**config.mk**
```make
export PLATFORM = sky130hd
export DESIGN_NAME = timer_clock_ctrl_flat
export DESIGN_NICKNAME = d
export VERILOG_FILES = /design/src/rtl/timer_pkg.sv /design/src/rtl/timer_clock_ctrl_if.sv /design/src/rtl/timer_sync2.sv /design/src/rtl/timer_clock_ctrl.sv /design/src/flat_wrapper.sv
export SDC_FILE = /design/constraint.sdc
export NUM_CORES = 1
export LEC_CHECK = 0
export CAP_MARGIN = 40
export CORE_ASPECT_RATIO = 1.4
export CORE_MARGIN = 3
export CORE_UTILIZATION = 40
export DETAILED_ROUTE_END_ITERATION = 8
export PLACE_DENSITY = 0.67
export SLEW_MARGIN = 15
export SYNTH_ARGS = -nofsm -noshare
export SYNTH_HDL_FRONTEND = slang
export SYNTH_SLANG_ARGS = --single-unit
export TNS_END_PERCENT = 1
```
**constraint.sdc**
```tcl
create_clock -name Clock -period 1.5 [get_ports Clock]
set_clock_uncertainty 0.1 [all_clocks]
set_input_delay 0.3 -clock Clock [delete_from_list [all_inputs] [get_ports Clock]]
set_output_delay 0.3 -clock Clock [all_outputs]
set_load 0.03 [all_outputs]
```
**src/rtl/timer_pkg.sv**
```systemverilog
// timer_pkg: edge modes, clock selects, control bit positions and FSM states shared by the timer blocks
package timer_pkg;
  localparam logic [1:0] PROHIBITED = 2'b00, RISING_EDGE = 2'b01, FALLING_EDGE = 2'b10, BOTH_EDGES = 2'b11;
  localparam logic [2:0] CS_STOP = 3'd0, CS_DIV1 = 3'd1, CS_DIV8 = 3'd2, CS_DIV64 = 3'd3;
  localparam logic [2:0] CS_DIV256 = 3'd4, CS_DIV1024 = 3'd5, CS_EXT = 3'd6, CS_RSVD = 3'd7;
  localparam int CTRL_EN = 0, CTRL_CS_LSB = 1, CTRL_EDGE_LSB = 4, CTRL_AUTO = 6, CTRL_CLR = 7;
  typedef enum logic [1:0] {STOPPED, CLEARING, RUNNING} state_t;
  typedef struct packed {
    logic       auto_clear;
    logic [1:0] ext_edge;
    logic [2:0] clk_sel;
    logic       enable;
  } ctrl_t;
  function automatic logic valid_src(ctrl_t c);
    return c.enable && (c.clk_sel inside {[CS_DIV1:CS_EXT]});
  endfunction
  function automatic logic [9:0] tick_mask(logic [2:0] sel);
    return sel == CS_DIV8 ? 10'h007 : sel == CS_DIV64 ? 10'h03F :
           sel == CS_DIV256 ? 10'h0FF : sel == CS_DIV1024 ? 10'h3FF : 10'h000;
  endfunction
endpackage

```
**src/rtl/timer_clock_ctrl_if.sv**
```systemverilog
// timer_clock_ctrl_if: control, pin and counter-side signals of the timer clock front end
interface timer_clock_ctrl_if;
  logic       CtrlWrite;
  logic [7:0] CtrlData;
  logic       FlagClear;
  logic       ExtClockIn;
  logic       Overflow;
  logic       CounterClock;
  logic [1:0] CounterEdge;
  logic       CounterClear;
  logic       OverflowFlag;
  logic       Running;
  modport master (
    output CtrlWrite, CtrlData, FlagClear, ExtClockIn, Overflow,
    input  CounterClock, CounterEdge, CounterClear, OverflowFlag, Running
  );
  modport slave (
    input  CtrlWrite, CtrlData, FlagClear, ExtClockIn, Overflow,
    output CounterClock, CounterEdge, CounterClear, OverflowFlag, Running
  );
endinterface

```
**src/rtl/timer_sync2.sv**
```systemverilog
// timer_sync2: two-flop synchronizer for an asynchronous input
module timer_sync2 (
  input  logic Clock,
  input  logic ResetN,
  input  logic async_in,
  output logic sync_out
);
  logic [1:0] sync_q, sync_d;
  always_comb sync_d = {sync_q[0], async_in};
  always_ff @(posedge Clock) sync_q <= !ResetN ? 2'b00 : sync_d;
  assign sync_out = sync_q[1];
endmodule

```
**src/rtl/timer_clock_ctrl.sv**
```systemverilog
// timer_clock_ctrl: counter clock source select, clear sequencing and sticky overflow flag
module timer_clock_ctrl
  import timer_pkg::*;
#(
  parameter int PRESCALE_WIDTH = 10
) (
  input logic Clock,
  input logic ResetN,
  timer_clock_ctrl_if.slave bus
);
  state_t state_q, state_d;
  ctrl_t ctrl_q, ctrl_d, wr_ctrl;
  logic [PRESCALE_WIDTH-1:0] presc_q, presc_d;
  logic [1:0] edge_q, edge_d;
  logic ov_q, flag_q, flag_d, cclk_q, cclk_d, clear_q, clear_d, run_q, run_d;
  logic ext_sync, ov_rise, wr_clr, ext_src, tick, sel_chg;
  timer_sync2 u_sync (.Clock(Clock), .ResetN(ResetN), .async_in(bus.ExtClockIn), .sync_out(ext_sync));
  always_comb begin
    wr_ctrl = '{auto_clear: bus.CtrlData[CTRL_AUTO], ext_edge: bus.CtrlData[CTRL_EDGE_LSB +: 2],
                clk_sel: bus.CtrlData[CTRL_CS_LSB +: 3], enable: bus.CtrlData[CTRL_EN]};
    wr_clr = bus.CtrlWrite && bus.CtrlData[CTRL_CLR];
    ctrl_d = bus.CtrlWrite ? wr_ctrl : ctrl_q;
    ov_rise = bus.Overflow && !ov_q;
    ext_src = ctrl_q.clk_sel == CS_EXT;
    tick = &(presc_q[9:0] | ~tick_mask(ctrl_q.clk_sel));
    sel_chg = bus.CtrlWrite && wr_ctrl.clk_sel != ctrl_q.clk_sel;
    state_d = state_q;
    if (wr_clr) state_d = CLEARING;
    else if (state_q == CLEARING) state_d = valid_src(ctrl_d) ? RUNNING : STOPPED;
    else if (state_q == STOPPED && bus.CtrlWrite && valid_src(wr_ctrl)) state_d = RUNNING;
    else if (state_q == RUNNING && bus.CtrlWrite && !valid_src(wr_ctrl)) state_d = STOPPED;
    else if (state_q == RUNNING && ctrl_q.auto_clear && ov_rise) state_d = CLEARING;
    presc_d = (state_q == RUNNING && state_d == RUNNING && !sel_chg) ? presc_q + 1'b1 : '0;
    cclk_d = state_q != RUNNING ? cclk_q : ext_src ? ext_sync : cclk_q ^ tick;
    edge_d = state_q != RUNNING ? PROHIBITED : ext_src ? ctrl_q.ext_edge : BOTH_EDGES;
    clear_d = state_q == CLEARING;
    run_d = state_q == RUNNING;
    flag_d = ov_rise || (flag_q && !bus.FlagClear);
  end
  always_ff @(posedge Clock) begin
    if (!ResetN) begin
      state_q <= STOPPED;
      ctrl_q  <= '0;
      presc_q <= '0;
      edge_q  <= PROHIBITED;
      ov_q    <= 1'b0;
      flag_q  <= 1'b0;
      cclk_q  <= 1'b0;
      clear_q <= 1'b0;
      run_q   <= 1'b0;
    end else begin
      state_q <= state_d;
      ctrl_q  <= ctrl_d;
      presc_q <= presc_d;
      edge_q  <= edge_d;
      ov_q    <= bus.Overflow;
      flag_q  <= flag_d;
      cclk_q  <= cclk_d;
      clear_q <= clear_d;
      run_q   <= run_d;
    end
  end
  assign bus.CounterClock = cclk_q;
  assign bus.CounterEdge  = edge_q;
  assign bus.CounterClear = clear_q;
  assign bus.OverflowFlag = flag_q;
  assign bus.Running      = run_q;
endmodule

```
**src/flat_wrapper.sv**
```systemverilog
// flat-port wrapper written by rule: the top's interface ports become plain ports
module timer_clock_ctrl_flat import timer_pkg::*;
#(
  parameter int PRESCALE_WIDTH = 10
)
  (Clock, ResetN, bus_CtrlWrite, bus_CtrlData, bus_FlagClear, bus_ExtClockIn, bus_Overflow, bus_CounterClock, bus_CounterEdge, bus_CounterClear, bus_OverflowFlag, bus_Running);
  timer_clock_ctrl_if bus_i ();
  input logic Clock;
  input logic ResetN;
  input wire logic [$bits(bus_i.CtrlWrite)-1:0] bus_CtrlWrite;
  input wire logic [$bits(bus_i.CtrlData)-1:0] bus_CtrlData;
  input wire logic [$bits(bus_i.FlagClear)-1:0] bus_FlagClear;
  input wire logic [$bits(bus_i.ExtClockIn)-1:0] bus_ExtClockIn;
  input wire logic [$bits(bus_i.Overflow)-1:0] bus_Overflow;
  output wire logic [$bits(bus_i.CounterClock)-1:0] bus_CounterClock;
  output wire logic [$bits(bus_i.CounterEdge)-1:0] bus_CounterEdge;
  output wire logic [$bits(bus_i.CounterClear)-1:0] bus_CounterClear;
  output wire logic [$bits(bus_i.OverflowFlag)-1:0] bus_OverflowFlag;
  output wire logic [$bits(bus_i.Running)-1:0] bus_Running;
  assign bus_i.CtrlWrite = bus_CtrlWrite;
  assign bus_i.CtrlData = bus_CtrlData;
  assign bus_i.FlagClear = bus_FlagClear;
  assign bus_i.ExtClockIn = bus_ExtClockIn;
  assign bus_i.Overflow = bus_Overflow;
  assign bus_CounterClock = bus_i.CounterClock;
  assign bus_CounterEdge = bus_i.CounterEdge;
  assign bus_CounterClear = bus_i.CounterClear;
  assign bus_OverflowFlag = bus_i.OverflowFlag;
  assign bus_Running = bus_i.Running;
  timer_clock_ctrl #(.PRESCALE_WIDTH(PRESCALE_WIDTH)) u_core (.Clock(Clock), .ResetN(ResetN), .bus(bus_i));
endmodule
```
Word level (Yosys, flattened, before mapping):

Index checks and enable logic that the tools add are counted.

* add/sub/neg operators: 1
* $lt $le $gt $ge: 4
* equality and inequality tests: 10
* muxes and demuxes: 13
* bitwise operators: 4
* reductions and logical operators: 25

Operators with widths (number)
* two-way mux 10 bit: 4
* logical AND 1 bit: 16
* two-way mux 2 bit: 7
* adder 10 x 1 -> 10 bit (second input constant): 1
* inverter 10 bit: 1
* OR 10 bit: 1
* AND reduction 10 bit: 1
* equality test 3 bit (second input constant): 3
* equality test 3 x 2 -> 1 bit (second input constant): 2
* greater-or-equal comparator 3 x 1 -> 1 bit (second input constant): 2
* <= comparator 3 bit (second input constant): 2
* equality test 2 bit (second input constant): 2
* logical NOT 1 bit: 4
* two-way mux 4 bit: 1
* != test 3 bit: 1
* equality test 2 x 1 -> 1 bit (second input constant): 1
* logical NOT 2 bit: 1
* != test 2 bit (second input constant): 1
* AND reduction 2 bit: 1
* OR reduction 2 bit: 1
* logical OR 1 bit: 1
* two-way mux 1 bit: 1
* inverter 1 bit: 1
* bitwise XOR 1 bit: 1

* flip-flop bits (word level): 28

Depth between registers and ports, before layout:

* depth in word-level cells: 13
* mapped depth: 6
* depth with buffers taken out: 5

By module:

A second synthesis with hierarchy kept.

* cells, all modules: 128
* area, all modules: 1271.2 µm²

Modules (own cells, without submodules)
* timer_clock_ctrl: instances 1, cells an instance 124, area an instance 1218.7 µm², seq. area each 520.5 µm²
* timer_sync2: instances 1, cells an instance 4, area an instance 52.6 µm², seq. area each 40.0 µm²

Worst setup path after synthesis:

No wires, ideal clock.

* path type: input to register
* start: in bus_CtrlData[2]
* end: reg u_core.presc_q[2]
* library setup time: 0.129 ns
* data arrival time: 1.372 ns
* data required time: 1.271 ns
* slack: -0.101 ns
* stages: 5
* cell sequence: or3_1 > a32o_1 > a21oi_1 > buf_6 > nor4_1

* word-level cells in the longest chain between the ends: 13
* elaborated cells on any way between the ends: 24
* classes of those cells: order compare (4); eq/ne (2); mux (6); reduce/logical (12)

RTL lines
* start, declared: RTL line flat_wrapper.sv:11 `input wire logic [$bits(bus_i.CtrlData)-1:0] bus_CtrlData;`
* greater-or-equal comparator 3 x 1 -> 1 bit / <= comparator 3 bit (equally long branches): RTL line timer_pkg.sv:15 `return c.enable && (c.clk_sel inside {[CS_DIV1:CS_EXT]});`
* logical AND 1 bit (2 in a row): RTL line timer_pkg.sv:15
* logical NOT 1 bit: RTL line timer_clock_ctrl.sv:31 `else if (state_q == RUNNING && bus.CtrlWrite && !valid_src(wr_ctrl)) state_d = STOPPED;`
* logical AND 1 bit: RTL line timer_clock_ctrl.sv:31
* two-way mux 2 bit: RTL line timer_clock_ctrl.sv:31
* two-way mux 2 bit: RTL line timer_clock_ctrl.sv:30 `else if (state_q == STOPPED && bus.CtrlWrite && valid_src(wr_ctrl)) state_d = RUNNING;`
* two-way mux 2 bit: RTL line timer_clock_ctrl.sv:29 `else if (state_q == CLEARING) state_d = valid_src(ctrl_d) ? RUNNING : STOPPED;`
* two-way mux 2 bit: RTL line timer_clock_ctrl.sv:28 `if (wr_clr) state_d = CLEARING;`
* equality test 2 bit: RTL line timer_clock_ctrl.sv:33 `presc_d = (state_q == RUNNING && state_d == RUNNING && !sel_chg) ? presc_q + 1'b1 : '0;`
* logical AND 1 bit: RTL line timer_clock_ctrl.sv:33
* logical AND 1 bit (*): RTL line timer_clock_ctrl.sv:33
* AND reduction 2 bit (no source line) (*)
* end signal, assigned: RTL line timer_clock_ctrl.sv:54 `presc_q <= presc_d;`
* end, declared: RTL line timer_clock_ctrl.sv:13 `logic [PRESCALE_WIDTH-1:0] presc_q, presc_d;`

Mark *: on every way between the ends. The rest lies on a longest branch, timed or not.
A chain may end at the register's enable or synchronous reset.

Worst setup path after layout:

* start: reg u_core.ctrl_q[3] (netlist bit)
* end: reg u_core.presc_q[1]

* word-level cells in the longest chain between the ends: 11
* elaborated cells on any way between the ends: 15
* classes of those cells: order compare (2); eq/ne (2); mux (4); reduce/logical (7)

RTL lines
* start, declared: RTL line timer_clock_ctrl.sv:12 `ctrl_t ctrl_q, ctrl_d, wr_ctrl;`
* start signal, assigned: RTL line timer_clock_ctrl.sv:53 `ctrl_q <= ctrl_d;`
* two-way mux 4 bit: RTL line timer_clock_ctrl.sv:22 `ctrl_d = bus.CtrlWrite ? wr_ctrl : ctrl_q;`
* greater-or-equal comparator 3 x 1 -> 1 bit / <= comparator 3 bit (equally long branches): RTL line timer_pkg.sv:15
* logical AND 1 bit (2 in a row): RTL line timer_pkg.sv:15
* two-way mux 2 bit (2 in a row): RTL line timer_clock_ctrl.sv:29
* two-way mux 2 bit: RTL line timer_clock_ctrl.sv:28
* equality test 2 bit: RTL line timer_clock_ctrl.sv:33
* logical AND 1 bit: RTL line timer_clock_ctrl.sv:33
* logical AND 1 bit (*): RTL line timer_clock_ctrl.sv:33
* AND reduction 2 bit (no source line) (*)

Marks and branches as above.

==> impl_metrics.toml <==
[run_status]
outcome = "finished, violations left"
violations = "setup timing"

[power]
leakage_uw = 0.000806
power-per-cell-area_nw_per_um2 = 869
irDropWorstVdd_mv = 0.687
p_total_uw = 1650

[detailed_routing]
wl_met2_um = 1850
antenna_left = 0
firstDrtPassIters = 5
wl_per_cell_um = 14.6
routed.top_layer = "met4"
drt-initial-drc-count = 30
viasPerCell = 5.35
finalWirelength_um = 3260
drcViolationCount = 0
wl_met3_um = 109
met1_length_um = 1250
vias = 1192

[timing]
tns_ns = -0.307
setup_ws_ns = -0.0714
tightest_slew_ns = 0.313
min_period_ns = 1.57
relSlewSlack = 0.791
post-route-period-util = 1.05
rsz0062_at_grt = "true"
hold_viol_final = 0
whs_ns = 0.348
fmax_ghz = 0.636
slew_violations = 0
setup_viol = 11

[synthesis]
ys.flop_type = "dfxtp_1"
synth_fp_nets = 149
synth_top_family_by_area = "simple AND/OR/NAND/NOR gates"
ys_seq_area_frac = 0.429
ys_seq_elements = 28
synth_xor_xnor_area_share = 0.0804
postSynth.asyncResetShare = 0
synthAdderAreaFrac = 0.00957
synthCells = 134
netlist_area_um2 = 1310
yosys.area_share.simple = 0.237
yosysWarnings = 0
synth_area_per_cell_um2 = 9.76
synth_compound_area_frac = 0.144
synth_edf_count = 0
synth.area.mux_share = 0.0459
synth.distinct_cells = 39

[global_route]
grt_pass1_wl_um = 5160
gr-total-overflow = 0
antenna_found_initial = 0
grt_pass1_vias = 1208
grt_max_degree = 17
grtUsageTotal = 0.174

[critical_path]
endpoint_kind = "flop"
crit_type = "reg -> reg"
cp.arrival_ns = 1.66
worstSetupStartpointType = "flop"
path_buf_inv = 1
max_stage_delay_ns = 0.39
slowest_stage = "o41ai_4"
cp_top_family = "compound AO/OA/AOI/OAI gates"
required_ns = 1.59
crit_chain = "xor2_2 -> o41ai_4 -> buf_4 -> o211ai_4 -> nor4b_2"
cp_max_fo = 5

[floorplanning]
fp.dieArea_um2 = 4000
fp.dieH_um = 73.7
die_w_um = 54.3
core_area_um2 = 2990
start_util = 0.437
io_pins = 20
rows = 23

[placement]
gp_congestion = 0.806
place_hpwl_um = 2290
postPlaceCellArea_um2 = 1720
io_buffers = 19

[layout]
antenna_cells = 0
final_cell_mix = "buf_4 (31), dfxtp_1 (25), nor2_1 (15), clkdlybuf4s50_1 (8)"
drive_gt1_frac = 0.349
syn_to_final_growth_pct = 45.3
design_area_um2 = 1900
n_fill_cell = 267
fin_nets = 202
utilization = 0.635
final_common_cell = "buf_4"

[run]
max_cap_viol_count = 0

[clocking]
htreeDepth = 1
clock-root-buffer = "clkbuf_8"
clk_pin_slew_worst_paths_ns = 0.09
cts_hold_buf = 0
clockBufferDepth = 2
cts_tree = "yes"
worstSkewPairLatency_ns = 0.27
cts.sinks = 28
numCtsBuffers = 3

[worst_hold_path]
min_path_type = "reg -> reg"
-- stage by stage --
| step | setup slack, ns | cells |
|---|---|---|
| after global placement | -0.531 | 213 |
| after global routing | -0.184 | 223 |
| after CTS | -0.193 | 219 |
| after floorplan | 0.00815 | 134 |
| after detailed placement | -0.613 | 213 |
| final | -0.0714 | 223 |
-- synth_stat cells (2+ instances only) --
cell type | n | area, um^2
dfxtp_1 | 28 | 561
nor2_1 | 15 | 56.3
nor4_1 | 9 | 56.3
xor2_1 | 8 | 70.1
nand3_1 | 7 | 35.0
mux2i_1 | 6 | 60.1
and2_1 | 4 | 25.0
buf_6 | 4 | 45.0
nand2b_1 | 4 | 25.0
xnor2_1 | 4 | 35.0
a21oi_1 | 3 | 15.0
and3_1 | 3 | 18.8
inv_1 | 3 | 11.3
nand2_1 | 3 | 11.3
nor3_1 | 3 | 15.0
a22oi_1 | 2 | 15.0
a31oi_1 | 2 | 12.5
buf_2 | 2 | 10.0
o211ai_1 | 2 | 15.0
o21ai_0 | 2 | 10.0
or3_1 | 2 | 12.5
-- layer usage --
metal | vias up | global-route usage
met2 | 29 | 0.336
li1 | 584 | -
met1 | 572 | 0.188
met5 | - | 0
met4 | 0 | 0.0499
met3 | 7 | 0.0183
-- logic make-up (layout without fill, tap and decap cells) --
kind of cell	count (synthesis)	count (layout)
mux	6	6
flops	28	28
xor+xnor	12	12
fa+ha+maj	1	1
buf+inv	10	61
simple gates	56	56
compound gates	21	22
-- worst paths after layout --
path,start,endpoint,slack [ns],cells past startpoint
max,u_core.ctrl_q[3],u_core.presc_q[1],-0.07,5
min reg2reg,u_core.u_sync.sync_q[0],u_core.u_sync.sync_q[1],0.35,1
min,u_core.u_sync.sync_q[0],u_core.u_sync.sync_q[1],0.35,1
max reg2reg,u_core.ctrl_q[3],u_core.presc_q[1],-0.07,5
-- registers in the layout (all words and copies together) (netlist names) --
signal	cells
u_core.bus.OverflowFlag	1
u_core.bus.CounterClear	1
u_core.u_sync.sync_q	2
u_core.ctrl_q	7
u_core.ov_q	1
u_core.bus.Running	1
u_core.bus.CounterClock	1
u_core.bus.CounterEdge	2
u_core.presc_q	10
u_core.state_q	2
-- repair_timing --
| item | 4_1_cts | 5_1_grt |
|---|---|---|
| endpoints found under the setup margin | 19 | 12 |
| gates cloned | 1 | 0 |
| pin swaps | 13 | 5 |
| setup buffers | 1 | 4 |
| gates resized for setup | 25 | 16 |
-- power breakdown --
group | internal (uW) | total, uW | switching (uW)
Combinational | 143 | 280 | 138
Sequential | 768 | 785 | 16.4
Clock | 357 | 586 | 229
Total | 1270 | 1650 | 383
-- final cells by class --
type                    instances  area [um^2]  share of cell area
clock buffers                   3         41.3              0.0217
clock inverters                 1         30.0              0.0158
inverters                       3         13.8             0.00725
multi-input cells              97          759               0.400
flip-flops and latches         28          569               0.300
well taps                      37         46.3              0.0244
repair buffers                 54          439               0.231
-- worst reg2reg max path: stages (launching register included) --
cell      delay (ns)
dfxtp_2         0.35
xor2_2          0.16
o41ai_4         0.39
buf_4           0.19
o211ai_4        0.09
nor4b_2         0.22
Power figures use the tool's default switching activity.
